**config.mk**
```make
export PLATFORM = sky130hd
export DESIGN_NAME = if_fetch_ctrl
export DESIGN_NICKNAME = d
export VERILOG_FILES = /design/src/rtl/if_fetch_ctrl_pkg.sv /design/src/rtl/if_fetch_fifo.sv /design/src/rtl/if_fetch_ctrl.sv
export SDC_FILE = /design/constraint.sdc
export NUM_CORES = 1
export LEC_CHECK = 0
export ABC_AREA = 1
export CAP_MARGIN = 15
export CORE_AREA = 2 2 230 232
export DETAILED_ROUTE_END_ITERATION = 10
export DIE_AREA = 0 0 232 234
export PLACE_DENSITY = 0.72
export SYNTH_ARGS = -nofsm -noshare
export SYNTH_HDL_FRONTEND = slang
export SYNTH_SLANG_ARGS = --single-unit
```
**constraint.sdc**
```tcl
create_clock -name i_clk -period 4.65 [get_ports i_clk]
set_input_delay 0.465 -clock i_clk [delete_from_list [all_inputs] [get_ports i_clk]]
set_output_delay 0.465 -clock i_clk [all_outputs]
set_load 0.01 [all_outputs]
```
**src/rtl/if_fetch_ctrl_pkg.sv**
```systemverilog
// if_fetch_ctrl_pkg: shared fetch FSM states, fetch-entry type and reset PC default
package if_fetch_ctrl_pkg;
    typedef enum logic [1:0] {S_BOOT, S_RUN, S_HALT} fetch_state_t;
    typedef struct packed {
        logic [63:0] pc;
        logic [31:0] instr;
    } fetch_entry_t;
    localparam logic [63:0] RESET_PC_DEFAULT = 64'h0000_0000_8000_0000;
endpackage

```
**src/rtl/if_fetch_fifo.sv**
```systemverilog
// if_fetch_fifo: 2-entry fetch buffer between imem responses and decode
// Ports: clk/rst_n (async active-low), push/din enqueue, pop dequeue (head on dout),
//        clear empties the buffer, full/empty/cnt report occupancy.
module if_fetch_fifo
    import if_fetch_ctrl_pkg::*;
(
    input  logic         clk,
    input  logic         rst_n,
    input  logic         push,
    input  logic         pop,
    input  logic         clear,
    input  fetch_entry_t din,
    output fetch_entry_t dout,
    output logic         full,
    output logic         empty,
    output logic [1:0]   cnt
);
    fetch_entry_t mem [2];
    logic wp, rp, wr, rd;
    assign rd    = pop && !empty;
    // a push into a full buffer is accepted when the head leaves in the same cycle
    assign wr    = push && (!full || rd);
    assign full  = cnt == 2'd2;
    assign empty = cnt == 2'd0;
    assign dout  = mem[rp];
    always_ff @(posedge clk or negedge rst_n) begin
        if (!rst_n) begin
            mem[0] <= '0;
            mem[1] <= '0;
            wp     <= 1'b0;
            rp     <= 1'b0;
            cnt    <= 2'd0;
        end else if (clear) begin
            wp     <= 1'b0;
            rp     <= 1'b0;
            cnt    <= 2'd0;
        end else begin
            if (wr) begin
                mem[wp] <= din;
                wp      <= ~wp;
            end
            if (rd) rp <= ~rp;
            cnt <= cnt + 2'(wr) - 2'(rd);
        end
    end
endmodule

```
**src/rtl/if_fetch_ctrl.sv**
```systemverilog
// if_fetch_ctrl: instruction fetch controller with redirect, kill and 2-entry fetch buffer
// Ports: i_clk, i_rst_n (async active-low); i_ex_* jump/branch redirects;
//        o_imem_req/o_imem_addr, i_imem_gnt, i_imem_rvalid/i_imem_rdata imem side;
//        o_id_valid/o_id_instr/o_id_pc, i_id_ready decode side; o_flush, o_misaligned.
// Macro IF_RVC_EN: allows redirect targets aligned to 2 bytes.
module if_fetch_ctrl
    import if_fetch_ctrl_pkg::*;
#(
    parameter logic [63:0] RESET_PC  = RESET_PC_DEFAULT,
    parameter int          MAX_OUTST = 2
) (
    input  logic        i_clk,
    input  logic        i_rst_n,
    input  logic        i_ex_jump_taken,
    input  logic        i_ex_branch_taken,
    input  logic [63:0] i_ex_jump_target,
    input  logic [63:0] i_ex_branch_target,
    output logic        o_imem_req,
    output logic [63:0] o_imem_addr,
    input  logic        i_imem_gnt,
    input  logic        i_imem_rvalid,
    input  logic [31:0] i_imem_rdata,
    output logic        o_id_valid,
    output logic [31:0] o_id_instr,
    output logic [63:0] o_id_pc,
    input  logic        i_id_ready,
    output logic        o_flush,
    output logic        o_misaligned
);
    localparam logic [7:0] MAX_O = 8'(MAX_OUTST);
    fetch_state_t state, state_n;
    logic [63:0]  pc, pc_n, rsp_pc, rsp_pc_n, tgt;
    logic [7:0]   out_cnt, out_n, kill_cnt, kill_n;
    logic [1:0]   fifo_cnt;
    logic         rd, mis, rv_eff, push, pop, full, empty, mis_q, mis_n;
    fetch_entry_t head, din;
    assign tgt = {i_ex_jump_taken ? i_ex_jump_target[63:1] : i_ex_branch_target[63:1], 1'b0};
`ifdef IF_RVC_EN
    assign mis = 1'b0;
`else
    assign mis = tgt[1];
`endif
    assign rd     = (i_ex_jump_taken || i_ex_branch_taken) && state == S_RUN;
    assign rv_eff = i_imem_rvalid && out_cnt != 8'd0;
    assign push   = rv_eff && kill_cnt == 8'd0 && !rd;
    assign pop    = o_id_valid && i_id_ready;
    // responses are in order, so the pc of the next kept response is tracked, not stored per request
    assign din    = '{pc: rsp_pc, instr: i_imem_rdata};
    always_comb begin
        // killed requests do not throttle, so fetch at a redirect target starts immediately
        o_imem_req = state == S_RUN && !rd && (out_cnt - kill_cnt + 8'(fifo_cnt)) < MAX_O;
        state_n    = (rd && mis) ? S_HALT : (state == S_BOOT) ? S_RUN : state;
        pc_n       = rd ? tgt : (o_imem_req && i_imem_gnt) ? pc + 64'd4 : pc;
        rsp_pc_n   = rd ? tgt : push ? rsp_pc + 64'd4 : rsp_pc;
        out_n      = out_cnt + 8'(o_imem_req && i_imem_gnt) - 8'(rv_eff);
        kill_n     = rd ? out_cnt - 8'(rv_eff) : kill_cnt - 8'(rv_eff && kill_cnt != 8'd0);
        mis_n      = mis_q || (rd && mis);
    end
    always_ff @(posedge i_clk or negedge i_rst_n) begin
        if (!i_rst_n) begin
            state    <= S_BOOT;
            pc       <= RESET_PC;
            rsp_pc   <= RESET_PC;
            out_cnt  <= 8'd0;
            kill_cnt <= 8'd0;
            mis_q    <= 1'b0;
        end else begin
            state    <= state_n;
            pc       <= pc_n;
            rsp_pc   <= rsp_pc_n;
            out_cnt  <= out_n;
            kill_cnt <= kill_n;
            mis_q    <= mis_n;
        end
    end
    if_fetch_fifo u_fifo (
        .clk   (i_clk),
        .rst_n (i_rst_n),
        .push  (push),
        .pop   (pop),
        .clear (rd),
        .din   (din),
        .dout  (head),
        .full  (full),
        .empty (empty),
        .cnt   (fifo_cnt)
    );
    assign o_imem_addr  = pc;
    assign o_flush      = rd;
    assign o_id_valid   = !empty && !rd;
    assign o_id_instr   = head.instr;
    assign o_id_pc      = head.pc;
    assign o_misaligned = mis_q;
endmodule

```
[Word-level counts from Yosys, hierarchy flattened]
Index checks and enable logic that the tools add are counted.
Widths: inputs -> output; s select.
Storage, ports and cells
  word-level logic and storage cells: 84
  flip-flop bits (word level): 343
  output and inout bits: 164
Operators by class
  $lt $le $gt $ge: 4
  mux-type cells: 19
  bitwise gates (word level): 5
  add/sub/neg operators: 10
  reductions and logical operators: 31
  equality and inequality tests: 2
Operators with widths (number)
  $mux 96: 4
  $mux 64: 4
  $bwmux 192: 1
  $add 64x3->64 const B: 2
  $demux 96 s1: 1
  $mux 63: 1
  $sub 8x1->8: 3
  $reduce_bool 8->1: 2
  $logic_and 1x1->1: 14
  $reduce_bool 2->1: 5
  $add 8x1->8: 1
  $add 8x2->8: 1
  $logic_not 8->1: 1
  $lt 8x2->1 const B: 1
  $mux 8: 1
  $sub 8x8->8: 1
  $mux 2: 3
  $ge 2x2->1 const B: 2
  $logic_not 2->1: 2
  $mux 1: 4
  $not 1->2: 2
  $logic_not 1->1: 3
  $logic_or 1x1->1: 3
  $not 1->1: 3
  other kinds (6): 6

[Logic depth before layout (Yosys ltp)]
Gate-level depths: netlist of run 1.
  word-level depth: 11
  depth in mapped cells: 24

[Hierarchy]
From an unflattened synthesis of run 1, not the netlist that was laid out.
Unflattened totals
  cells, all modules: 3327
  area total of the unflattened synthesis: 21734.6 sq um
By module, submodules not included
  if_fetch_ctrl: area each 12483.2 sq um, instances 1, cells each 2130, seq. area each 3606.0 sq um
  if_fetch_fifo: area each 9251.4 sq um, instances 1, cells each 1197, seq. area each 4904.7 sq um

[Least setup slack after synthesis of run 1]
OpenSTA, ideal clock, no wires.
  path kind: register to register
  start: reg out_cnt[1]
  end: reg out_cnt[6]
  stages on the path, launching flop included: 22
  buffers on the path: 0
  library setup time: 79 ps
  path slack: 744 ps
  data required time: 4571 ps
  data arrival time: 3827 ps
  cells stage by stage: dfrtp_1 -> inv_1 -> fa_1 -> fa_1 -> inv_1 -> nand3_1 -> nand2_1 -> nand2_1 -> nand2_1 -> nand3_1 -> nor4_1 -> nand2_1 -> ha_1 -> inv_1 -> ha_1 -> fa_1 -> nand2_1 -> nand2_1 -> a21oi_1 -> nor2_1 -> nor2_1 -> xor2_1
Between the ends
  longest elaborated chain between the ends: 7
  elaborated cells between the ends (all ways): 9
RTL lines
  start: declaration: RTL line if_fetch_ctrl.sv:33  | logic [7:0] out_cnt, out_n, kill_cnt, kill_n;
  start signal: assignment: RTL line if_fetch_ctrl.sv:71  | out_cnt <= out_n;
  $sub 8x8->8: RTL line if_fetch_ctrl.sv:51  | o_imem_req = state == S_RUN && !rd && (out_cnt - kill_cnt + 8'(fifo_cnt)) < MAX_O;
  $add 8x2->8: RTL line if_fetch_ctrl.sv:51
  $lt 8x2->1: RTL line if_fetch_ctrl.sv:51
  $logic_and 1x1->1: RTL line if_fetch_ctrl.sv:51
  net o_imem_req: RTL line if_fetch_ctrl.sv:18  | output logic o_imem_req,
  $logic_and 1x1->1: RTL line if_fetch_ctrl.sv:55  | out_n = out_cnt + 8'(o_imem_req && i_imem_gnt) - 8'(rv_eff);
  $add 8x1->8: RTL line if_fetch_ctrl.sv:55
  $sub 8x1->8: RTL line if_fetch_ctrl.sv:55
  net out_n[6]: RTL line if_fetch_ctrl.sv:33
The timed path passes the listed nets, and every way through them passes these cells.
A chain may end at the register's enable or synchronous reset.

[Worst setup path in the final report of run 1]
  start: reg out_cnt[1]
  end: reg out_cnt[6]
Between the ends
  longest elaborated chain between the ends: 7
  elaborated cells between the ends (all ways): 9
RTL lines (RTL line)
  $sub 8x8->8: if_fetch_ctrl.sv:51
  $add 8x2->8: if_fetch_ctrl.sv:51
  $lt 8x2->1: if_fetch_ctrl.sv:51
  $logic_and 1x1->1: if_fetch_ctrl.sv:51
  $logic_and 1x1->1: if_fetch_ctrl.sv:55
  $add 8x1->8: if_fetch_ctrl.sv:55
  $sub 8x1->8 (*): if_fetch_ctrl.sv:55
  net out_n[6]: if_fetch_ctrl.sv:33
Mark *: on every way through the listed nets, which the timed path passes. The rest lies on a longest branch.

==> qor.txt, run 1 <==
========================================================================================================
Multi-input gate area in the final layout                                                    0.01054 mm2
H-Tree Depth                                                                                           2
Crit path DAT                                                                                    4.64 ns
Share of synthesized flip-flops with an asynchronous set or reset                                  1.000
Core outline area                                                                            0.05202 mm2
Clock period minus worst slack                                                                  4.143 ns
Final-report hold violation count                                                                     15
Most instantiated library cell after synthesis                                              sky130_fd_sc_hd__nand2_1
Number of antenna violations at the first check in global routing                                      0
Buffering stage count on the worst path with inverters included                                        3
Chip Width                                                                                        232 um
Sequential cell area                                                                        0.008464 mm2
Power per Cell Area                                                                         522.6 mW/mm2
Sequence of cells on the critical path                                                      inv_1, fa_1, fa_1, inv_1, nand3_1, nand2_1, nand2_1, nand2_1, nand3_1, nor4_1, nand2_1, ha_1, inv_1, ha_1, fa_1, nand2_1, nand2_1, a21oi_1, nor2_1, nor2_1, xor2_1
Total number of vias                                                                              19.94k
Depth of the worst register-to-register path                                                          21
Maximum number of pins on one net before global-route repair                                         155
RSZ-0062 raised after global routing                                                                  no
Area enclosed by the die boundary                                                            0.05429 mm2
Startpoint of the worst setup timing path                                                   out_cnt[1]$_DFF_PN0_
Setup Fix Bufs, Post-CTS                                                                               0
Top cell by count, worst path                                                               sky130_fd_sc_hd__nand2_1
Number of synthesized flops with an enable pin                                                         0
Avg WL per Cell                                                                                 17.56 um
Worst R2R Setup Slack                                                                            0.51 ns
Post-cts hold buffer count                                                                             0
Final Worst Setup Slack                                                                        0.5065 ns
Top cells by count, synth                                                                   sky130_fd_sc_hd__nand2_1 (1078), sky130_fd_sc_hd__dfrtp_1 (336), sky130_fd_sc_hd__nor2_1 (319), sky130_fd_sc_hd__inv_1 (255), sky130_fd_sc_hd__o21ai_1 (191)
Clock buffers created by TritonCTS                                                                    39
CTS Root Buffer Type                                                                        sky130_fd_sc_hd__clkbuf_16
Number of setup violations in the final report                                                         0
Launch instance of the worst register-to-register path                                      out_cnt[1]$_DFF_PN0_
Area share of the largest cell type after synthesis                                               0.4107
Class of the tightest hold or removal check                                                  in -> async
Number of cells on the critical path                                                                  21
Count of antenna diodes in the layout                                                                  0
Floorplan row count                                                                                   84
Sequential-to-total area share from yosys stat                                                    0.4133
Drc violations                                                                                         0
Crit path largest cell delay                                                                     0.50 ns
Main flop type after synthesis                                                              sky130_fd_sc_hd__dfrtp_1
Number of instances in the synthesized netlist                                                      2913
Starting density of the core                                                                      0.3935
Library cell occupying the most area in the post-synthesis netlist                          sky130_fd_sc_hd__dfrtp_1
DRT antenna net count                                                                                  0
Crit path to                                                                                out_cnt[6]$_DFF_PN0_
Highest clock rate                                                                            0.2413 GHz
Clock latency on the worst-skew pair                                                             0.57 ns
Number of sinks handled by clock tree synthesis                                                      338
CP delay by family, top                                                                      adder cells
Vias in the first global route                                                                    18.95k
Data required time at the worst endpoint                                                         5.15 ns
Distinct cell type count after synthesis                                                              42
Combined global-route utilization of all metal layers                                             0.2507
Sum of overflow across all layers after global routing                                                 0
CTS tree                                                                                           built
Slew @ Worst Pin                                                                                1.115 ns
Layout net count                                                                                    3379
Post-detail-place hpwl                                                                          50780 um
DRC violation total after the first TritonRoute iteration                                           1700
VDD IR max                                                                                      318.6 uV
Count of final max-slew check failures                                                                 0
Share of layout cells above drive strength 1                                                     0.06057
Global placement routability congestion                                                            1.003
Die extent in y                                                                                   234 um
Area added between synthesis and finish                                                           25.12%
Type of the worst setup path                                                                  reg -> reg
Post-CTS clock slew at the launch and capture registers of the worst setup and hold paths        0.06 ns
Fill count                                                                                          5222
Worst clock skew on the final layout                                                         0.008765 ns
Yosys synthesis warning count                                                                          0
Count of cells resized by post-cts repair                                                              0
Global-route wire length before repair                                                         106200 um
Final routed wirelength across all metal layers                                                 68320 um
Tcrit/Tclk final                                                                                  0.8911
Critical register-to-register path endpoint                                                 out_cnt[6]$_DFF_PN0_
IO buf count                                                                                         326
Worst-path maximum fanout                                                                              6
Synth Register Bits                                                                                  338
Dominant cells by area after synthesis                                                      sky130_fd_sc_hd__dfrtp_1 (41%), sky130_fd_sc_hd__nand2_1 (20%), sky130_fd_sc_hd__nor2_1 (5.8%)
Outcome                                                                                     finished, violations left
Total Neg Setup Slack                                                                               0 ns
Headroom to the max-slew limit                                                                    0.2567
Buffers from clock root to sink, at most                                                               3
Violations in the final reports                                                             negative hold slack
CP startpoint kind                                                                             flip-flop
Leakage Power                                                                                   11.99 nW
Fin util                                                                                          0.4924
Max capacitance violation total                                                                        0
Post-synth design cell area                                                                  0.02047 mm2
Endpoint kind of the worst setup timing path                                                   flip-flop
Via density                                                                                        5.126
Average cell area after synthesis                                                              7.028 um2
1st-pass router iterations                                                                             6
# IOs                                                                                                331
Critical Path Slowest Stage Cell                                                            sky130_fd_sc_hd__fa_1
Worst slack after detailed placement                                                           0.5100 ns
Worst-case hold slack                                                                       -0.008370 ns
========================================================================================================
registers in the layout, summed over array words and instances, names as in the netlist:
register      cells
u_fifo.mem      190
o_imem_addr      63
rsp_pc           62
kill_cnt          8
out_cnt           8
state             2
u_fifo.cnt        2
o_misaligned      1
u_fifo.rp         1
u_fifo.wp         1
cell usage in the layout (no fill, tap or decap), types with 4 or more instances in the layout:
| cell | n |
|---|---|
| sky130_fd_sc_hd__buf_4 | 9 |
| sky130_fd_sc_hd__nand4_1 | 45 |
| sky130_fd_sc_hd__nor2_1 | 319 |
| sky130_fd_sc_hd__nor3_1 | 19 |
| sky130_fd_sc_hd__clkbuf_16 | 39 |
| sky130_fd_sc_hd__inv_2 | 4 |
| sky130_fd_sc_hd__o21ai_1 | 191 |
| sky130_fd_sc_hd__nand2_1 | 1076 |
| sky130_fd_sc_hd__o21bai_1 | 5 |
| sky130_fd_sc_hd__clkbuf_1 | 7 |
| sky130_fd_sc_hd__a21oi_1 | 69 |
| sky130_fd_sc_hd__a31oi_1 | 14 |
| sky130_fd_sc_hd__buf_12 | 6 |
| sky130_fd_sc_hd__xnor2_1 | 16 |
| sky130_fd_sc_hd__clkdlybuf4s50_1 | 324 |
| sky130_fd_sc_hd__xor2_1 | 35 |
| sky130_fd_sc_hd__clkinv_2 | 4 |
| sky130_fd_sc_hd__dfrtp_1 | 335 |
| sky130_fd_sc_hd__ha_1 | 34 |
| sky130_fd_sc_hd__mux2_2 | 95 |
| sky130_fd_sc_hd__clkbuf_8 | 12 |
| sky130_fd_sc_hd__nand3_1 | 178 |
| sky130_fd_sc_hd__o211ai_1 | 11 |
| sky130_fd_sc_hd__inv_1 | 254 |
| sky130_fd_sc_hd__o21ai_0 | 53 |
layer usage:
layer | share of wire | vias to the layer above | global-route usage | routed length, um
met5 | 0 | - | 0 | 0
met4 | 0.036 | 0 | 0.08974 | 2466
met3 | 0.080 | 122 | 0.04645 | 5452
met2 | 0.44 | 791 | 0.3933 | 30100
met1 | 0.44 | 9203 | 0.3463 | 30310
li1 | - | 9828 | - | -
layout make-up:
class / count / area share
Clock buffer: 58 / 0.04557
Clock inverter: 11 / 0.005959
Inverter: 260 / 0.03810
Multi-Input combinational cell: 2195 / 0.4116
Sequential cell: 338 / 0.3305
Tap cell: 688 / 0.03361
Timing Repair Buffer: 341 / 0.1347
worst min path at each step:
stage,end,cells past startpoint
global route,u_fifo.mem[121]$_DFFE_PN0P_,1
global placement,state[0]$_DFFE_PN0P_,1
finish,u_fifo.mem[121]$_DFFE_PN0P_,1
CTS,u_fifo.mem[118]$_DFFE_PN0P_,1
floorplan,kill_cnt[0]$_DFF_PN0_,0
detailed placement,state[0]$_DFFE_PN0P_,1
where the power goes:
group          internal, mW  switching [mW]  leakage (nW)
clock                  1.86            1.28         0.651
sequential             3.74           0.984          4.45
combinational          2.34            3.18          6.88
total                  7.94            5.45          12.0
logic make-up (layout without fill, tap and decap cells):
| logic type | after synthesis | after routing | share of synthesized area |
|---|---|---|---|
| multiplexers | 97 | 97 | 0.05323 |
| AND/OR/NAND/NOR | 1657 | 1657 | 0.3246 |
| XOR/XNOR | 51 | 51 | 0.02182 |
| adder cells (fa/ha/maj) | 37 | 37 | 0.02371 |
| buffers and inverters | 381 | 670 | 0.07346 |
| other | 1 | 2 | 0.0001832 |
| flip-flops | 338 | 338 | 0.4133 |
| AO/OA/AOI/OAI | 351 | 351 | 0.08972 |
through the flow:
| step | hold slack, ns | cell area [um2] | std cells | power [mW] |
|---|---|---|---|---|
| CTS | 0.006850 | 25610 | 3891 | 13.43 |
| floorplan | 0.1694 | 20480 | 2914 | 7.996 |
| global placement | 0.4549 | 24290 | 3822 | 10.14 |
| detailed placement | 0.4566 | 24290 | 3822 | 10.22 |
| finish | -0.008370 | 25610 | 3891 | 13.39 |
| global route | 0.05233 | 25610 | 3891 | 14.37 |
Power figures use the tool's default switching activity.
==> inputs of run 2 (changes only) <==
- clock period: 4.65 -> 4.5 ns (I/O delays scaled with it)
==> run 2 against run 1 <==
Against the previous run:
- the run still ends with negative hold slack left
- clock-buffer cell count decreased by 6
- die area unchanged
- final cell count grew 0.15%
- non-clock buffer count up 2
- cell area up 0.22%
- wire length down 0.43%
- critical endpoint unchanged
==> qor.txt, run 2 (synthesis results as in run 1) <==
========================================================================================================
Fin util                                                                                          0.4934
Number of setup violations in the final report                                                         0
Area added between synthesis and finish                                                           25.39%
Number of sinks handled by clock tree synthesis                                                      338
Total Power                                                                                     13.93 mW
Total cell area at the placement stage                                                       0.02431 mm2
Count of antenna diodes in the layout                                                                  0
Total number of vias                                                                              19.89k
Max capacitance violation total                                                                        0
Floorplan row count                                                                                   84
Combined global-route utilization of all metal layers                                             0.2475
Worst clock skew on the final layout                                                          0.01362 ns
Clock buffers created by TritonCTS                                                                    40
Final-report hold violation count                                                                      2
Max Used Layer                                                                                      met4
Core outline area                                                                            0.05202 mm2
Most common library cell in the layout ignoring fill and taps                               sky130_fd_sc_hd__nand2_1
Vias in the first global route                                                                    18.61k
Count of non-filler cells in the finished layout                                                    3897
Die extent in y                                                                                   234 um
Type of the worst setup path                                                                  reg -> reg
Setup Fix Bufs, Post-CTS                                                                               0
IO buf count                                                                                         326
Power per Cell Area                                                                         542.5 mW/mm2
Starting density of the core                                                                      0.3935
Share of layout cells above drive strength 1                                                     0.06326
Max FFs per register                                                                                 190
Endpoint kind of the worst setup timing path                                                   flip-flop
Buffers from clock root to sink, at most                                                               3
Highest clock rate                                                                            0.2443 GHz
Crit path DAT                                                                                    4.59 ns
CP startpoint kind                                                                             flip-flop
Clock latency on the worst-skew pair                                                             0.58 ns
Global-route wire length before repair                                                         104700 um
Number of placed instances with taps included                                                       3824
Worst-case hold slack                                                                       -0.006318 ns
Final instance area                                                                          0.02567 mm2
VDD IR max                                                                                      311.1 uV
Post-CTS clock slew at the launch and capture registers of the worst setup and hold paths        0.06 ns
Via density                                                                                        5.105
Most frequent cells in the layout                                                           sky130_fd_sc_hd__nand2_1 (1076), sky130_fd_sc_hd__dfrtp_1 (335), sky130_fd_sc_hd__clkdlybuf4s50_1 (324)
Class of the tightest hold or removal check                                                  in -> async
Count of final max-slew check failures                                                                 0
Leakage Power                                                                                   12.03 nW
H-Tree Depth                                                                                           2
Area enclosed by the die boundary                                                            0.05429 mm2
Slew @ Worst Pin                                                                               0.9780 ns
Count of cells resized by post-cts repair                                                              0
RSZ-0062 raised after global routing                                                                  no
Chip Width                                                                                        232 um
Layout net count                                                                                    3382
Final Worst Setup Slack                                                                        0.4068 ns
Data required time at the worst endpoint                                                         5.00 ns
Avg WL per Cell                                                                                 17.46 um
DRC violation total after the first TritonRoute iteration                                           1743
Global placement routability congestion                                                           0.9728
Wire length on met2                                                                             30490 um
Metal-1 WL                                                                                      29910 um
Violations in the final reports                                                             negative hold slack
Final routed wirelength across all metal layers                                                 68020 um
Post-cts hold buffer count                                                                             0
Headroom to the max-slew limit                                                                    0.3480
Sum of overflow across all layers after global routing                                                 0
Tcrit/Tclk final                                                                                  0.9096
CTS tree                                                                                           built
DRT antenna net count                                                                                  0
Drc violations                                                                                         0
Clock period minus worst slack                                                                  4.093 ns
Register bank with the most flops                                                             u_fifo.mem
# IOs                                                                                                331
Post-detail-place hpwl                                                                          50650 um
CTS Root Buffer Type                                                                        sky130_fd_sc_hd__clkbuf_16
Routed wl met3                                                                                   5577 um
Worst-path maximum fanout                                                                              6
Fill count                                                                                          5274
Total Neg Setup Slack                                                                               0 ns
1st-pass router iterations                                                                             5
Maximum number of pins on one net before global-route repair                                         157
Worst slack after detailed placement                                                           0.3971 ns
Number of antenna violations at the first check in global routing                                      0
Outcome                                                                                     finished, violations left
========================================================================================================
## run 2: worst paths after layout
check	slack, ns	end	start	cells past startpoint
min in group i_clk	0.41	u_fifo.rp$_DFFE_PN0P_	i_ex_jump_taken	4
worst max register to register	0.41	out_cnt[6]$_DFF_PN0_	out_cnt[1]$_DFF_PN0_	21
max in group asynchronous	3.44	o_imem_addr[27]$_DFFE_PN0P_	i_rst_n	2
worst min register to register	0.48	o_misaligned$_DFF_PN0_	o_misaligned$_DFF_PN0_	1
worst max-delay path	0.41	out_cnt[6]$_DFF_PN0_	out_cnt[1]$_DFF_PN0_	21
worst min-delay path	-0.006	u_fifo.mem[25]$_DFFE_PN0P_	i_rst_n	1
## run 2: cell type report
type	count	area, um2	share of cell area
Multi-Input combinational cell	2195	10540	0.4107
Clock buffer	52	1137	0.04430
Inverter	260	975.9	0.03802
Clock inverter	21	224.0	0.008724
Timing Repair Buffer	343	3466	0.1350
Tap cell	688	860.8	0.03353
Sequential cell	338	8464	0.3297
## run 2: layer usage
layer | vias up | GRT usage
li1 | 9826 | -
met1 | 9186 | 0.3433
met2 | 782 | 0.3912
met3 | 100 | 0.04438
met4 | 0 | 0.08093
met5 | - | 0
## run 2: worst max-delay path, cell delays in order, from the launching register on
cell and delay (ns):
sky130_fd_sc_hd__dfrtp_1 0.38, sky130_fd_sc_hd__inv_1 0.26, sky130_fd_sc_hd__fa_1 0.50, sky130_fd_sc_hd__fa_1 0.47, sky130_fd_sc_hd__inv_1 0.09, sky130_fd_sc_hd__nand3_1 0.09, sky130_fd_sc_hd__nand2_1 0.08, sky130_fd_sc_hd__nand2_1 0.04
sky130_fd_sc_hd__nand2_1 0.05, sky130_fd_sc_hd__nand3_1 0.11, sky130_fd_sc_hd__nor4_1 0.25, sky130_fd_sc_hd__nand2_1 0.12, sky130_fd_sc_hd__ha_1 0.30, sky130_fd_sc_hd__inv_1 0.04, sky130_fd_sc_hd__ha_1 0.20, sky130_fd_sc_hd__fa_1 0.41
sky130_fd_sc_hd__nand2_1 0.09, sky130_fd_sc_hd__nand2_1 0.08, sky130_fd_sc_hd__a21oi_1 0.14, sky130_fd_sc_hd__nor2_1 0.05, sky130_fd_sc_hd__nor2_1 0.11, sky130_fd_sc_hd__xor2_1 0.15
## run 2: power breakdown
group / switching (mW) / leakage (nW) / internal, mW / total (mW)
clock: 1.39 / 0.683 / 1.98 / 3.37
combinational: 3.28 / 6.89 / 2.41 / 5.70
sequential: 0.997 / 4.45 / 3.87 / 4.86
total: 5.67 / 12.0 / 8.26 / 13.9
